$ cat src/rtl/eth_decap.sv
`default_nettype none
// ============================================================================
//  Module   : eth_decap
//  Brief    : Strips the 14-byte Ethernet L2 header from a 64-bit AXI-Stream
//             frame, presents MACs/EtherType as registered sideband and emits
//             the payload realigned to lane 0 (clk156 domain).
//  Revision : 1.0  initial release
// ============================================================================
module eth_decap #(
    parameter bit          ETYPE_FILTER_EN = 1'b0,
    parameter logic [15:0] ETYPE_MATCH     = 16'h0800,
    parameter int          CNT_W           = 16
) (
    input  logic             clk156,
    input  logic             eth_rst,
    output logic [7:0]       debug,
    input  logic             s_axis_rx0_tvalid,
    output logic             s_axis_rx0_tready,
    input  logic [63:0]      s_axis_rx0_tdata,
    input  logic [7:0]       s_axis_rx0_tkeep,
    input  logic             s_axis_rx0_tlast,
    input  logic             s_axis_rx0_tuser,
    output logic             m_axis_pl_tvalid,
    input  logic             m_axis_pl_tready,
    output logic [63:0]      m_axis_pl_tdata,
    output logic [7:0]       m_axis_pl_tkeep,
    output logic             m_axis_pl_tlast,
    output logic             m_axis_pl_tuser,
    output logic             hdr_valid,
    output logic [47:0]      hdr_dst_mac,
    output logic [47:0]      hdr_src_mac,
    output logic [15:0]      hdr_ethertype,
    output logic [CNT_W-1:0] frame_cnt,
    output logic [CNT_W-1:0] drop_cnt
);

    localparam logic [2:0]       c_HDR0    = 3'd0;
    localparam logic [2:0]       c_HDR1    = 3'd1;
    localparam logic [2:0]       c_BODY    = 3'd2;
    localparam logic [2:0]       c_FLUSH   = 3'd3;
    localparam logic [2:0]       c_DROP    = 3'd4;
    localparam logic [CNT_W-1:0] c_CNT_ONE = {{(CNT_W-1){1'b0}}, 1'b1};

    logic [2:0]       r_state;
    logic [63:0]      r_prev_data;
    logic [7:0]       r_prev_keep;
    logic             r_err;
    logic             r_m_tvalid;
    logic [63:0]      r_m_tdata;
    logic [7:0]       r_m_tkeep;
    logic             r_m_tlast;
    logic             r_m_tuser;
    logic             r_hdr_valid;
    logic [47:0]      r_hdr_dst;
    logic [47:0]      r_hdr_src;
    logic [15:0]      r_hdr_etype;
    logic [CNT_W-1:0] r_frame_cnt;
    logic [CNT_W-1:0] r_drop_cnt;

    logic             w_s_tready;
    logic             w_s_acc;
    logic             w_out_free;
    logic             w_err_next;
    logic [15:0]      w_etype;
    logic             w_runt;
    logic             w_filtered;

    // Input ready depends on state; BODY only accepts when the output slot frees up
    always_comb begin
        w_s_tready = 1'b0;
        case (r_state)
            c_HDR0, c_HDR1, c_DROP: w_s_tready = 1'b1;
            c_BODY:                 w_s_tready = !r_m_tvalid || m_axis_pl_tready;
            default:                w_s_tready = 1'b0;
        endcase
    end

    assign w_s_acc    = s_axis_rx0_tvalid && w_s_tready;
    assign w_out_free = !r_m_tvalid || m_axis_pl_tready;
    assign w_err_next = r_err || s_axis_rx0_tuser;
    // EtherType occupies frame bytes 12,13 = lanes 4,5 of the second beat
    assign w_etype    = {s_axis_rx0_tdata[39:32], s_axis_rx0_tdata[47:40]};
    // A last second beat without lane 6 carries no payload byte at all
    assign w_runt     = s_axis_rx0_tlast && !s_axis_rx0_tkeep[6];
    assign w_filtered = (ETYPE_FILTER_EN != 1'b0) && (w_etype != ETYPE_MATCH);

    // Frame FSM, header capture, payload realignment and status counters
    always_ff @(posedge clk156) begin
        if (eth_rst) begin
            r_state     <= c_HDR0;
            r_prev_data <= 64'd0;
            r_prev_keep <= 8'd0;
            r_err       <= 1'b0;
            r_m_tvalid  <= 1'b0;
            r_m_tdata   <= 64'd0;
            r_m_tkeep   <= 8'd0;
            r_m_tlast   <= 1'b0;
            r_m_tuser   <= 1'b0;
            r_hdr_valid <= 1'b0;
            r_hdr_dst   <= 48'd0;
            r_hdr_src   <= 48'd0;
            r_hdr_etype <= 16'd0;
            r_frame_cnt <= {CNT_W{1'b0}};
            r_drop_cnt  <= {CNT_W{1'b0}};
        end else begin
            r_hdr_valid <= 1'b0;
            if (r_m_tvalid && m_axis_pl_tready) begin
                r_m_tvalid <= 1'b0;
            end
            case (r_state)
                c_HDR0: begin
                    if (w_s_acc) begin
                        r_prev_data <= s_axis_rx0_tdata;
                        r_prev_keep <= s_axis_rx0_tkeep;
                        if (s_axis_rx0_tlast) begin
                            r_drop_cnt <= r_drop_cnt + c_CNT_ONE;
                            r_err      <= 1'b0;
                        end else begin
                            r_err   <= s_axis_rx0_tuser;
                            r_state <= c_HDR1;
                        end
                    end
                end
                c_HDR1: begin
                    if (w_s_acc) begin
                        r_prev_data <= s_axis_rx0_tdata;
                        r_prev_keep <= s_axis_rx0_tkeep;
                        r_err       <= w_err_next;
                        if (w_runt) begin
                            r_drop_cnt <= r_drop_cnt + c_CNT_ONE;
                            r_err      <= 1'b0;
                            r_state    <= c_HDR0;
                        end else if (w_filtered) begin
                            r_drop_cnt <= r_drop_cnt + c_CNT_ONE;
                            if (s_axis_rx0_tlast) begin
                                r_err   <= 1'b0;
                                r_state <= c_HDR0;
                            end else begin
                                r_state <= c_DROP;
                            end
                        end else begin
                            r_hdr_valid <= 1'b1;
                            r_hdr_dst   <= {r_prev_data[7:0],   r_prev_data[15:8],
                                            r_prev_data[23:16], r_prev_data[31:24],
                                            r_prev_data[39:32], r_prev_data[47:40]};
                            r_hdr_src   <= {r_prev_data[55:48], r_prev_data[63:56],
                                            s_axis_rx0_tdata[7:0],   s_axis_rx0_tdata[15:8],
                                            s_axis_rx0_tdata[23:16], s_axis_rx0_tdata[31:24]};
                            r_hdr_etype <= w_etype;
                            r_frame_cnt <= r_frame_cnt + c_CNT_ONE;
                            r_state     <= s_axis_rx0_tlast ? c_FLUSH : c_BODY;
                        end
                    end
                end
                c_BODY: begin
                    if (w_s_acc) begin
                        r_prev_data <= s_axis_rx0_tdata;
                        r_prev_keep <= s_axis_rx0_tkeep;
                        r_m_tvalid  <= 1'b1;
                        r_m_tdata   <= {s_axis_rx0_tdata[47:0], r_prev_data[63:48]};
                        r_m_tkeep   <= {s_axis_rx0_tkeep[5:0], r_prev_keep[7:6]};
                        r_m_tlast   <= 1'b0;
                        r_m_tuser   <= 1'b0;
                        r_err       <= w_err_next;
                        if (w_runt) begin
                            // Last input beat fits entirely in this output beat
                            r_m_tlast <= 1'b1;
                            r_m_tuser <= w_err_next;
                            r_err     <= 1'b0;
                            r_state   <= c_HDR0;
                        end else if (s_axis_rx0_tlast) begin
                            // Bytes in lanes 6/7 spill into one more output beat
                            r_state <= c_FLUSH;
                        end
                    end
                end
                c_FLUSH: begin
                    if (w_out_free) begin
                        r_m_tvalid <= 1'b1;
                        r_m_tdata  <= {48'd0, r_prev_data[63:48]};
                        r_m_tkeep  <= {6'd0, r_prev_keep[7:6]};
                        r_m_tlast  <= 1'b1;
                        r_m_tuser  <= r_err;
                        r_err      <= 1'b0;
                        r_state    <= c_HDR0;
                    end
                end
                c_DROP: begin
                    if (w_s_acc && s_axis_rx0_tlast) begin
                        r_err   <= 1'b0;
                        r_state <= c_HDR0;
                    end
                end
                default: begin
                    r_state <= c_HDR0;
                end
            endcase
        end
    end

    assign s_axis_rx0_tready = w_s_tready;
    assign m_axis_pl_tvalid  = r_m_tvalid;
    assign m_axis_pl_tdata   = r_m_tdata;
    assign m_axis_pl_tkeep   = r_m_tkeep;
    assign m_axis_pl_tlast   = r_m_tlast;
    assign m_axis_pl_tuser   = r_m_tuser;
    assign hdr_valid         = r_hdr_valid;
    assign hdr_dst_mac       = r_hdr_dst;
    assign hdr_src_mac       = r_hdr_src;
    assign hdr_ethertype     = r_hdr_etype;
    assign frame_cnt         = r_frame_cnt;
    assign drop_cnt          = r_drop_cnt;
    assign debug             = {r_m_tvalid, w_s_tready, 3'b000, r_state};

endmodule
`default_nettype wire

$ cat config.mk
export PLATFORM = sky130hd
export DESIGN_NAME = eth_decap
export DESIGN_NICKNAME = d
export VERILOG_FILES = /design/src/rtl/eth_decap.sv
export SDC_FILE = /design/constraint.sdc
export NUM_CORES = 1
export LEC_CHECK = 0
export BUFFER_PORTS_ARGS = -buffer_cell sky130_fd_sc_hd__buf_2
export CORE_ASPECT_RATIO = 1.5
export CORE_MARGIN = 8
export CORE_UTILIZATION = 47
export DETAILED_ROUTE_END_ITERATION = 6
export GPL_ROUTABILITY_DRIVEN = 0
export GPL_TIMING_DRIVEN = 0
export PLACE_DENSITY = 0.76
export SLEW_MARGIN = 15
export SYNTH_ARGS = -nofsm -noshare
export SYNTH_HDL_FRONTEND = slang
export SYNTH_SLANG_ARGS = --single-unit
$ cat constraint.sdc
create_clock -name clk156 -period 1.8 [get_ports clk156]
set_input_delay 0.09 -clock clk156 [delete_from_list [all_inputs] [get_ports clk156]]
set_output_delay 0.09 -clock clk156 [all_outputs]
set_load 0.005 [all_outputs]
After elaboration in Yosys (flattened, before gate mapping)
Index checks and enable logic that the tools add are counted.

operators by class
  add/subtract/negate cells = 2
  equal/unequal tests = 14
  mux-type cells = 43
  bitwise gates (word level) = 3
  reduce and logical (&&, ||, !) cells = 22

operator list
  kind                                                             number
  64-bit two-way mux                                               2
  64-bit one-hot mux with 2 select lines                           1
  16-bit two-way mux                                               4
  16-bit by 1-bit adder with 16-bit output, second input constant  2
  16-bit one-hot mux with 2 select lines                           1
  3-bit two-way mux                                                8
  1-bit two-way mux                                                17
  8-bit two-way mux                                                2
  2-bit != test, second input constant                             8
  8-bit one-hot mux with 2 select lines                            1
  3-bit one-hot mux with 5 select lines                            1
  5-bit AND reduction                                              2
  3-bit OR reduction                                               3
  1-bit one-hot mux with 2 select lines                            4
  7-bit AND reduction                                              1
  3-bit by 2-bit == test with 1-bit output, second input constant  2
  3-bit AND reduction                                              2
  1-bit logical AND                                                4
  1-bit one-hot mux with 4 select lines                            1
  2-bit nonzero test                                               2
  4-bit nonzero test                                               1
  3-bit by 1-bit == test with 1-bit output, second input constant  1
  3-bit == test, second input constant                             1
  3-bit logical NOT                                                1
  8 further kinds                                                  12

storage, ports and cells
  register bits after elaboration = 296
  bits of input ports = 78
  output and inout port bits = 229
  word-level logic and storage cells = 99

Longest topological paths before layout
Gate-level depths: netlist of run 1.

  word-level depth = 7
  mapped depth = 9
  depth with buffers taken out = 6

Worst setup path after synthesis of run 1
Ideal clock, no wire load.

  path kind = register to register
  start point = reg r_state[0]
  end point = reg r_m_tdata[22] (netlist: m_axis_pl_tdata[22])
  setup time = 0.116 ns
  arrival = 1.921 ns
  data required time = 1.684 ns
  path slack = -0.237 ns
  cell stages (with the launch flop) = 10
  buffers on the path = 4
  clock period less this slack = 2.037 ns
  cell sequence = dfxtp_1 inv_1 ha_1 clkbuf_1 nand3b_1 and2_1 buf_4 buf_6 buf_6 a31o_1

on the way
  longest elaborated chain between the ends = 6
  elaborated cells on any way between the ends = 13
  those cells by class = eq/ne (6); mux (2); reduce/logical (5)

ends and longest elaborated chain
  item                                   RTL line  source
  from (decl)                            44        logic [2:0] r_state;
  from (signal assigned)                 90        r_state <= c_HDR0;
  from (signal assigned)                 120       r_state <= c_HDR1;
  from (signal assigned)                 132       r_state <= c_HDR0;
  3-bit == test (tied with other cells)  71        case (r_state)
  3-bit OR reduction                     71
  1-bit one-hot mux with 2 select lines  71
  1-bit logical AND                      78        assign w_s_acc = s_axis_rx0_tvalid && w_s_tready;
  2-bit != test (no source line)         -
  3-bit AND reduction (no source line)   -
  to (signal assigned)                   160       r_m_tdata <= {s_axis_rx0_tdata[47:0], r_prev_data[63:48]};
  to (signal assigned)                   180       r_m_tdata <= {48'd0, r_prev_data[63:48]};
  to (decl)                              49        logic [63:0] r_m_tdata;

Several ways; a longest one is shown, not always the timed one.
A chain may end at the register's enable or synchronous reset.

Worst setup path after layout of run 1
  start point = reg r_state[1]
  end point = reg r_m_tdata[37] (netlist: m_axis_pl_tdata[37])

The elaborated chain is that of the path after synthesis.

==> results.toml, run 1 <==
[global_routing]
grt_start_max_net_pins = 15
gr-usage-all-layers_pct = 26.3
grt_antenna_before_repair = 0
grt_pass1_vias = 11200
grt-ovfl-total = 0
grt_pass1_wl_um = 61100

[run]
cap_violations = 0

[pwr]
intPower_w = 0.0129
worst_ir_drop_vdd_mv = 0.873
power_density_nw_per_um2 = 1070
seqPwrFrac_pct = 39.6
power_frac_comb_pct = 31.2
power_w = 0.0188
p_sw_w = 0.00588
p_leak_nw = 7.75
p_clk_share_pct = 29.2
swShare_pct = 31.3

[drt]
drtAntennaViolNets = 0
drt_pass1_iterations = 5
drt_first_iter_violations = 723
drt-vias-per-instance = 5.64
wire_per_inst_um = 21.8
drt-total-wl_um = 45600
vias = 11800
drc = 0

[cts]
clock_latency_ns = 0.54
cts.clk_slew.worst_paths_ns = 0.07
numCtsBuffers = 27
htreeDepth = 1
cts_root_buf = "clkbuf_16"
cts_buffer_depth = 3
numClockSinks = 289
cts_tree = "yes"

[setup_path]
setup.worst_path.class = "reg -> reg"
cp_max_fo = 5
cp.buffers_inverters = 4
max_stage_delay_ns = 0.41
cp.arrival_ns = 2.55
crit_path_cell_trace = "ha_4, and2b_1, buf_6, o211ai_4, buf_12, buf_6, clkbuf_8, nor4b_1, a31o_1"
start_kind = "flip-flop"
critPathCaptureType = "flip-flop"
crit_path_frequent_cell = "buf_6"
worstPathRequired_ns = 2.27
critPathSlowestCell = "nor4b_1"
path_delay_family = "simple AND/OR/NAND/NOR gates"

[floorplan]
fp.dieH_um = 206
num_io_pins = 307
start_util_pct = 47.9
std_cell_rows = 69
core_area_um2 = 23700
dieArea_um2 = 29400
die_w_um = 143

[timing]
fin_hold_ws_ns = 0.0292
fin_worst_skew_ns = 0.0170
timing.final.crit_share_pct = 116
fin_crit_ns = 2.08
slew_headroom_pct = 37.8
rsz0062_at_grt = "true"
finalSetupTns_ns = -25.40
finalHoldViolCount = 0
layout_setup_ws_ns = -0.280
setup_viol = 242
worstMarginPinSlew_ns = 0.933
fmaxAchievable_mhz = 481
slew_violations = 0

[finish]
finalNonFillerCells = 2089
final_nets = 1837
diodes = 0
drive_above_1_share_pct = 40.0
final_util_pct = 74.0
area_delta_synth_final_pct = 54.5

[synthesis]
async_flop_share_pct = 0
synth_edf_count = 0
synth_area_leader_cell = "dfxtp_1"
yosysTopAreaCellShare_pct = 51.1
synthTopCellsByArea = "dfxtp_1 (51%), nand2_1 (12%), a21oi_1 (7.0%)"
syn_area_um2 = 11300
synth_seq_cells = 289
synth_cells = 1277
synthFlopType = "dfxtp_1"
ys_types = 55
yosysSeqAreaShare_pct = 51.1
avgSynthCellArea_um2 = 8.87
yosysWarnings = 0

[placement]
hpwl_um = 28400
dpl.cell_count = 1900
io_buffers = 301

[run_status]
violations = "setup timing"
status = "finished, violations left"

[min_path]
hold_class = "in -> reg"
path summary, 6_finish.rpt:
path / startpoint / end / slack, ns / cells past startpoint
worst max-delay path: r_state[1] / m_axis_pl_tdata[37] / -0.28 / 9
worst max register to register: r_state[1] / m_axis_pl_tdata[37] / -0.28 / 9
worst min-delay path: m_axis_pl_tready / m_axis_pl_tvalid / 0.03 / 3
worst min register to register: r_prev_data[37] / hdr_dst_mac[13] / 0.45 / 2
power by group through the flow:
| stage | registers [W] | logic, W | clock network, W |
|---|---|---|---|
| 2_1_floorplan | 0.00740 | 0.00213 | 0 |
| 3_3_place_gp | 0.00741 | 0.00328 | 0 |
| 3_5_place_dp | 0.00744 | 0.00334 | 0 |
| 4_1_cts | 0.00732 | 0.00396 | 0.00548 |
| 5_1_grt | 0.00749 | 0.00614 | 0.00577 |
| 6_report | 0.00744 | 0.00587 | 0.00548 |
metrics by stage:
stage	worst slack [ns]	area, um^2
after global placement	-0.680	13300
after floorplan	0.00377	11400
final	-0.280	17500
after global routing	-0.267	17500
after detailed placement	-0.710	13300
after CTS	-0.180	15500
sequential cells by signal, summed over array words and instances (netlist names), 2 cells and up:
register	count
r_prev_keep	2
hdr_src_mac	48
hdr_ethertype	16
m_axis_pl_tdata	64
r_state	2
frame_cnt	16
hdr_dst_mac	48
drop_cnt	16
r_prev_data	64
m_axis_pl_tkeep	8
cell usage after synthesis (2+ instances only):
| cell type | count |
|---|---|
| and4_1 | 3 |
| or4_1 | 11 |
| mux2i_1 | 68 |
| xnor2_1 | 5 |
| and4b_1 | 2 |
| o31ai_1 | 10 |
| nor3_1 | 2 |
| nor2_1 | 18 |
| ha_1 | 7 |
| o21ai_1 | 6 |
| dfxtp_1 | 289 |
| nand3_1 | 16 |
| xor2_1 | 6 |
| o211ai_1 | 2 |
| buf_6 | 3 |
| and3_1 | 2 |
| a211o_1 | 2 |
| nor4b_1 | 49 |
| a31o_1 | 66 |
| a21oi_1 | 158 |
| inv_1 | 10 |
| and2b_1 | 3 |
| nor2b_1 | 2 |
| o21ai_0 | 5 |
| clkbuf_1 | 73 |
| nand2b_1 | 3 |
| nand3b_1 | 8 |
| nand4_1 | 8 |
| a21boi_0 | 2 |
| or3_1 | 8 |
| buf_4 | 15 |
| buf_2 | 24 |
| nand2_1 | 369 |
area by class of cell:
class                   instances  area [um^2]
fillers                      1582         6160
multi-input cells             866         6150
flip-flops and latches        289         5800
repair buffers                448         3300
plain buffers                 110          982
clock buffers                  42          792
well taps                     319          399
inverters                      10         42.5
clock inverters                 5         31.3
cell usage in the layout, fill, tap and decap left out, types with 17 or more instances in the layout:
| master | n |
|---|---|
| buf_2 | 303 |
| dfxtp_1 | 284 |
| nand2_1 | 278 |
| a21oi_2 | 85 |
| dlygate4sd3_1 | 74 |
| a21oi_1 | 73 |
| mux2i_1 | 68 |
| a31o_1 | 66 |
| nand2_4 | 60 |
| clkbuf_1 | 58 |
| clkbuf_16 | 50 |
| buf_4 | 40 |
| nor4b_1 | 38 |
| nand2_2 | 31 |
| buf_6 | 21 |
| buf_12 | 19 |
| nor2_1 | 17 |
what timing repair did:
item,4_1_cts,5_1_grt
hold buffers,74,0
gates resized for setup,111,369
hold endpoints to repair,123,0
gates cloned,6,19
buffers inserted,16,34
setup endpoints to repair,272,273
pin swaps,4,118
kinds of logic after synthesis:
| kind of cell | count (synthesis) | share of synthesized area [%] |
|---|---|---|
| xor gates and xnor gates | 11 | 0.851 |
| adders and majority gates | 7 | 0.774 |
| muxes | 69 | 6.11 |
| and+or+nand+nor | 513 | 21.3 |
| buffers and inverters | 125 | 5.11 |
| DFF | 289 | 51.1 |
| AOI/OAI and AO/OA | 262 | 14.7 |
| other | 1 | 0.0331 |
worst register-to-register path: cells and delay by family, from the launching register on:
kind / cells / cell delay, ns
flops: 1 / 0.40
simple gates: 2 / 0.61
compound gates: 2 / 0.27
fa+ha+maj: 1 / 0.18
buf+inv: 4 / 0.53
metal layers:
metal	vias to the layer above	track usage, %	wire [um]
li1	5354	-	-
met1	5725	28.3	16300
met2	556	47.5	23200
met3	157	5.09	3370
met4	0	14.6	2710
met5	-	0	0
Power figures use the tool's default switching activity.
==> inputs of run 2 (changes only) <==
==> config.mk (replaced) <==
export PLATFORM = sky130hd
export DESIGN_NAME = eth_decap
export DESIGN_NICKNAME = d
export VERILOG_FILES = /design/src/rtl/eth_decap.sv
export SDC_FILE = /design/constraint.sdc
export NUM_CORES = 1
export LEC_CHECK = 0
export CORE_ASPECT_RATIO = 1.5
export CORE_MARGIN = 8
export CORE_UTILIZATION = 57
export DETAILED_ROUTE_END_ITERATION = 6
export DONT_BUFFER_PORTS = 1
export GPL_ROUTABILITY_DRIVEN = 0
export GPL_TIMING_DRIVEN = 0
export MAX_ROUTING_LAYER = met4
export PLACE_DENSITY = 0.75
export SLEW_MARGIN = 15
export SYNTH_ARGS = -nofsm -noshare
export SYNTH_HDL_FRONTEND = slang
export SYNTH_SLANG_ARGS = --single-unit
==> constraint.sdc (replaced) <==
create_clock -name clk156 -period 1.8 [get_ports clk156]
set_input_delay 0.27 -clock clk156 [delete_from_list [all_inputs] [get_ports clk156]]
set_output_delay 0.27 -clock clk156 [all_outputs]
set_load 0.005 [all_outputs]
==> run 2 against run 1 <==
Compared with the run above: the run still ends with setup timing left; combinational power is 5.3% higher; register-to-register slack about the same; largest cell class unchanged; clock skew shrank 0.0070 ns; routed wire length rose by 3.2%.
==> results.toml, run 2 (synthesized netlist as in run 1, its figures left out) <==
[run_status]
status = "finished, violations left"
violations = "setup timing"

[drt]
drtAntennaViolNets = 0
vias = 11200
drt-vias-per-instance = 6.44
drc = 0
drt_first_iter_violations = 901
drt-total-wl_um = 47000
drt_pass1_iterations = 5
wire_per_inst_um = 26.9

[global_routing]
grt_pass1_vias = 10100
gr-usage-all-layers_pct = 31.0
grt_pass1_wl_um = 57600
grt_start_max_net_pins = 15
grt_antenna_before_repair = 2
grt-ovfl-total = 0

[finish]
layout_commonest_cell = "dfxtp_1"
drive_above_1_share_pct = 32.9
final_util_pct = 85.1
design_area_um2 = 16700
area_delta_synth_final_pct = 47.6
final_nets = 1547
mostFrequentLayoutCells = "dfxtp_1 (279), nand2_1 (261), a21oi_2 (115)"

[timing]
setup_viol = 277
fmaxAchievable_mhz = 483
timing.final.crit_share_pct = 115
finalHoldViolCount = 0
fin_worst_skew_ns = 0.0100
worstMarginPinSlew_ns = 0.983
rsz0062_at_grt = "true"
fin_crit_ns = 2.07
slew_headroom_pct = 34.5
layout_setup_ws_ns = -0.269
slew_violations = 0
finalSetupTns_ns = -39.36

[pwr]
power_w = 0.0199
p_leak_nw = 6.81
power_density_nw_per_um2 = 1190
worst_ir_drop_vdd_mv = 0.823

[setup_path]
startpoint = "r_state[0]"
critPathCaptureType = "flip-flop"
regToRegEndpoint = "r_prev_data[14]"
crit_path_frequent_cell = "buf_6"
max_stage_delay_ns = 0.39
worstPathRequired_ns = 2.25
ff2ff_path_depth = 10
cp_max_fo = 5
regToRegStartpoint = "r_state[0]"
reg2reg_slack_ns = -0.27
cp.arrival_ns = 2.51
setup.worst_path.class = "reg -> reg"
cp.buffers_inverters = 6
start_kind = "flip-flop"
path_delay_family = "buffers and inverters"
critical_path_depth = 10
crit_path_cell_trace = "inv_4, ha_4, a211oi_4, buf_4, buf_6, nor3b_4, buf_6, buf_12, clkbuf_16, mux2i_1"
critPathSlowestCell = "dfxtp_4"
crit_end = "r_prev_data[14]"

[cts]
cts_root_buf = "clkbuf_16"
clock_latency_ns = 0.53
htreeDepth = 1
numCtsBuffers = 27
numClockSinks = 289
cts_tree = "yes"
cts_buffer_depth = 3
cts.clk_slew.worst_paths_ns = 0.07

[floorplan]
dieArea_um2 = 24700
num_io_pins = 307
std_cell_rows = 63
fp.dieH_um = 189
start_util_pct = 57.7
core_area_um2 = 19600
die_w_um = 131

[run]
cap_violations = 0

[placement]
hpwl_um = 26300
io_buffers = 0
placed_cell_area_um2 = 11700

[min_path]
hold_class = "in -> reg"
-- run 2: routing by layer --
| metal | vias to the layer above | GRT usage, % | routed length [um] |
|---|---|---|---|
| met5 | - | - | 0 |
| met4 | 0 | 18.0 | 3460 |
| met3 | 244 | 9.90 | 5020 |
| met2 | 700 | 51.4 | 23200 |
| met1 | 5499 | 31.3 | 15400 |
| li1 | 4799 | - | - |
-- run 2: area by class of cell --
type / instances / area [um^2]
Antenna cell: 4 / 10.0
Clock buffer: 41 / 778
Clock inverter: 8 / 140
Timing Repair Buffer: 159 / 2070
Buffer: 109 / 985
Multi-Input combinational cell: 866 / 6550
Sequential cell: 289 / 5810
Tap cell: 260 / 325
Fill cell: 954 / 2920
Inverter: 10 / 45.0
-- run 2: report_power, final --
| part | internal [W] | total (W) | switching (W) |
|---|---|---|---|
| registers | 0.00698 | 0.00763 | 0.000652 |
| clock network | 0.00355 | 0.00605 | 0.00250 |
| logic | 0.00314 | 0.00618 | 0.00305 |
-- run 2: worst min path at each step --
| stage | start | to | slack (ns) | depth (start not counted) |
|---|---|---|---|---|
| 6_report | s_axis_rx0_tdata[37] | m_axis_pl_tdata[53] | 0.04 | 2 |
| 5_1_grt | s_axis_rx0_tdata[34] | m_axis_pl_tdata[50] | 0.06 | 2 |
| 4_1_cts | s_axis_rx0_tuser | m_axis_pl_tuser | 0.005 | 2 |
| 3_5_place_dp | s_axis_rx0_tdata[19] | hdr_src_mac[11] | 0.41 | 2 |
| 3_3_place_gp | s_axis_rx0_tdata[6] | hdr_src_mac[30] | 0.41 | 2 |
| 2_1_floorplan | s_axis_rx0_tdata[40] | hdr_ethertype[0] | 0.41 | 2 |
-- run 2: repair_timing --
item                                    CTS  global route
pin swaps                                31           145
gates resized for setup                 131           476
gates cloned                              3            29
hold buffers                             73             0
endpoints found under the setup margin  272           274
buffers inserted                         27            29
endpoints found under the hold margin   121             0
-- run 2: stage by stage --
| stage | std cells | setup slack (ns) | hold slack, ns |
|---|---|---|---|
| after global placement | 1540 | -0.644 | 0.407 |
| after floorplan | 1280 | 0.00377 | 0.406 |
| after detailed placement | 1540 | -0.704 | 0.413 |
| after CTS | 1690 | -0.184 | 0.00491 |
| final | 1746 | -0.269 | 0.0428 |
| after global routing | 1745 | -0.317 | 0.0569 |
==> inputs of run 3 (changes only) <==
--- a/config.mk
+++ b/config.mk
@@ -5,15 +5,15 @@
 export SDC_FILE = /design/constraint.sdc
 export NUM_CORES = 1
 export LEC_CHECK = 0
+export BUFFER_PORTS_ARGS = -buffer_cell sky130_fd_sc_hd__buf_2
 export CORE_ASPECT_RATIO = 1.5
 export CORE_MARGIN = 8
-export CORE_UTILIZATION = 57
+export CORE_UTILIZATION = 52
 export DETAILED_ROUTE_END_ITERATION = 6
-export DONT_BUFFER_PORTS = 1
 export GPL_ROUTABILITY_DRIVEN = 0
 export GPL_TIMING_DRIVEN = 0
 export MAX_ROUTING_LAYER = met4
-export PLACE_DENSITY = 0.75
+export PLACE_DENSITY = 0.79
 export SLEW_MARGIN = 15
 export SYNTH_ARGS = -nofsm -noshare
 export SYNTH_HDL_FRONTEND = slang
==> constraint.sdc (replaced) <==
create_clock -name clk156 -period 2.27 [get_ports clk156]
set_input_delay 0.3405 -clock clk156 [delete_from_list [all_inputs] [get_ports clk156]]
set_output_delay 0.3405 -clock clk156 [all_outputs]
set_load 0.005 [all_outputs]
==> run 3 against run 2 <==
Compared with the run above: the run now ends clean; total power fell by 33%; flip-flop and latch count did not move; via count fell by 4.7%; count of clock-buffer cells in the layout fell by 7; die area rose by 8.6%; first-iteration DRC count fell by 27%; utilization fell by 19 points; worst setup slack improved by 0.36 ns; register-to-register slack improved by 0.36 ns; worst hold slack improved by 0.015 ns; final cell count rose by 9.2%; design area fell by 15%; highest routed layer unchanged.
==> results.toml, run 3 (synthesized netlist as in run 1, its figures left out) <==
[run_status]
status = "finished clean"

[timing]
fmaxAchievable_mhz = 458
slew_headroom_pct = 44.8
fin_worst_skew_ns = 0.0123
fin_hold_ws_ns = 0.0576
layout_setup_ws_ns = 0.0865
rsz0062_at_grt = "false"
slew_violations = 0
setup_viol = 0
worstMarginPinSlew_ns = 0.829
fin_crit_ns = 2.18
finalHoldViolCount = 0
timing.final.crit_share_pct = 96.2

[global_routing]
grt-ovfl-total = 0
met1_usage_pct = 30.7
grt_pass1_wl_um = 58000
gr-usage-all-layers_pct = 28.0
grt_antenna_before_repair = 2
busiest_layer = "met2"
met2_usage_pct = 47.9
grt_pass1_vias = 10700
met3_usage_pct = 4.74
grt_start_max_net_pins = 16

[run]
cap_violations = 0

[cts]
cts_root_buf = "clkbuf_16"
cts.clk_slew.worst_paths_ns = 0.07
htreeDepth = 1
numCtsBuffers = 27
cts_tree = "yes"
cts_buffer_depth = 3
clock_latency_ns = 0.53
numClockSinks = 289

[setup_path]
worstPathRequired_ns = 2.69
crit_path_frequent_cell = "buf_6"
cp.arrival_ns = 2.61
path_delay_family = "buffers and inverters"
setup.worst_path.class = "reg -> reg"
start_kind = "flip-flop"
cp.buffers_inverters = 5
critPathSlowestCell = "dfxtp_4"
max_stage_delay_ns = 0.38
crit_end = "m_axis_pl_tdata[29]"
cp_max_fo = 10
critPathCaptureType = "flip-flop"
ff2ff_path_depth = 10
reg2reg_slack_ns = 0.09
regToRegStartpoint = "r_state[0]"
startpoint = "r_state[0]"
critical_path_depth = 10
crit_path_cell_trace = "ha_1, buf_6, o21ba_2, o211ai_4, buf_4, and2_1, buf_4, buf_6, buf_6, a31o_1"
regToRegEndpoint = "m_axis_pl_tdata[29]"

[drt]
drt_first_iter_violations = 660
drtAntennaViolNets = 0
drt-vias-per-instance = 5.62
wire_per_inst_um = 19.9
drt-total-wl_um = 37900
drt_pass1_iterations = 5
drc = 0
vias = 10700

[placement]
io_buffers = 301
place_ws_ns = -0.242
hpwl_um = 28400

[pwr]
power_density_nw_per_um2 = 939
p_leak_nw = 6.10
worst_ir_drop_vdd_mv = 0.738

[finish]
final_util_pct = 66.2
layout_commonest_cell = "nand2_1"
fill_cells = 1839
final_nets = 1697
drive_above_1_share_pct = 26.0
mostFrequentLayoutCells = "nand2_1 (369), buf_2 (318), dfxtp_1 (287)"
area_delta_synth_final_pct = 25.9
regArea_um2 = 5790
multiInputGateArea_um2 = 5030

[floorplan]
dieArea_um2 = 26800
num_io_pins = 307
core_area_um2 = 21600
fp.dieH_um = 197
std_cell_rows = 66
die_w_um = 136
start_util_pct = 52.5

[min_path]
hold_class = "in -> reg"
[run 3: repair_timing]
action                                  4_1_cts  5_1_grt
gates resized for setup                      18       24
setup buffers                                 3        0
pin swaps                                     3        1
hold buffers                                  0        0
endpoints found under the setup margin      196       86
cloned                                        0        0
[run 3: cell type report]
class                   instances  share of cell area (%)
diodes                          2                  0.0351
flip-flops and latches        289                    40.6
clock buffers                  34                    5.27
plain buffers                 114                    4.06
repair buffers                304                    10.8
well taps                     272                    2.39
clock inverters                15                    1.31
inverters                      10                   0.263
multi-input cells             866                    35.2
[run 3: metrics by stage]
step	TNS, ns	cells	total power, W	area, um^2
after detailed placement	-15.82	1853	0.00850	13200
final	0	1906	0.0134	14300
after global routing	0	1906	0.0139	14300
after CTS	0	1904	0.0133	14200
after global placement	-9.70	1853	0.00841	13200
after floorplan	0	1280	0.00750	11300
[run 3: worst min path at each step]
stage	startpoint	endpoint	cells after the start
floorplan	r_prev_data[40]	hdr_dst_mac[0]	2
global placement	r_prev_data[21]	hdr_dst_mac[29]	2
detailed placement	r_prev_data[11]	hdr_dst_mac[35]	2
CTS	s_axis_rx0_tdata[62]	r_prev_data[62]	3
global route	s_axis_rx0_tkeep[7]	r_prev_keep[7]	3
finish	s_axis_rx0_tdata[61]	r_prev_data[61]	3
[run 3: metal layers]
layer / vias up / share of wire (%) / wire length, um
li1: 5057 / - / -
met1: 5136 / 38 / 14300
met2: 402 / 51 / 19400
met3: 116 / 6.4 / 2410
met4: 0 / 4.7 / 1790
met5: - / 0 / 0
[run 3: worst register-to-register path: stages (launching register included)]
cell and delay [ns]:
dfxtp_4 0.38, ha_1 0.21, buf_6 0.16, o21ba_2 0.27
o211ai_4 0.10, buf_4 0.17, and2_1 0.13, buf_4 0.15
buf_6 0.15, buf_6 0.15, a31o_1 0.22
[run 3: report_power, final]
group	internal (W)	switching, W
clock	0.00280	0.00200
combinational	0.00109	0.00170
sequential	0.00553	0.000266
total	0.00942	0.00396
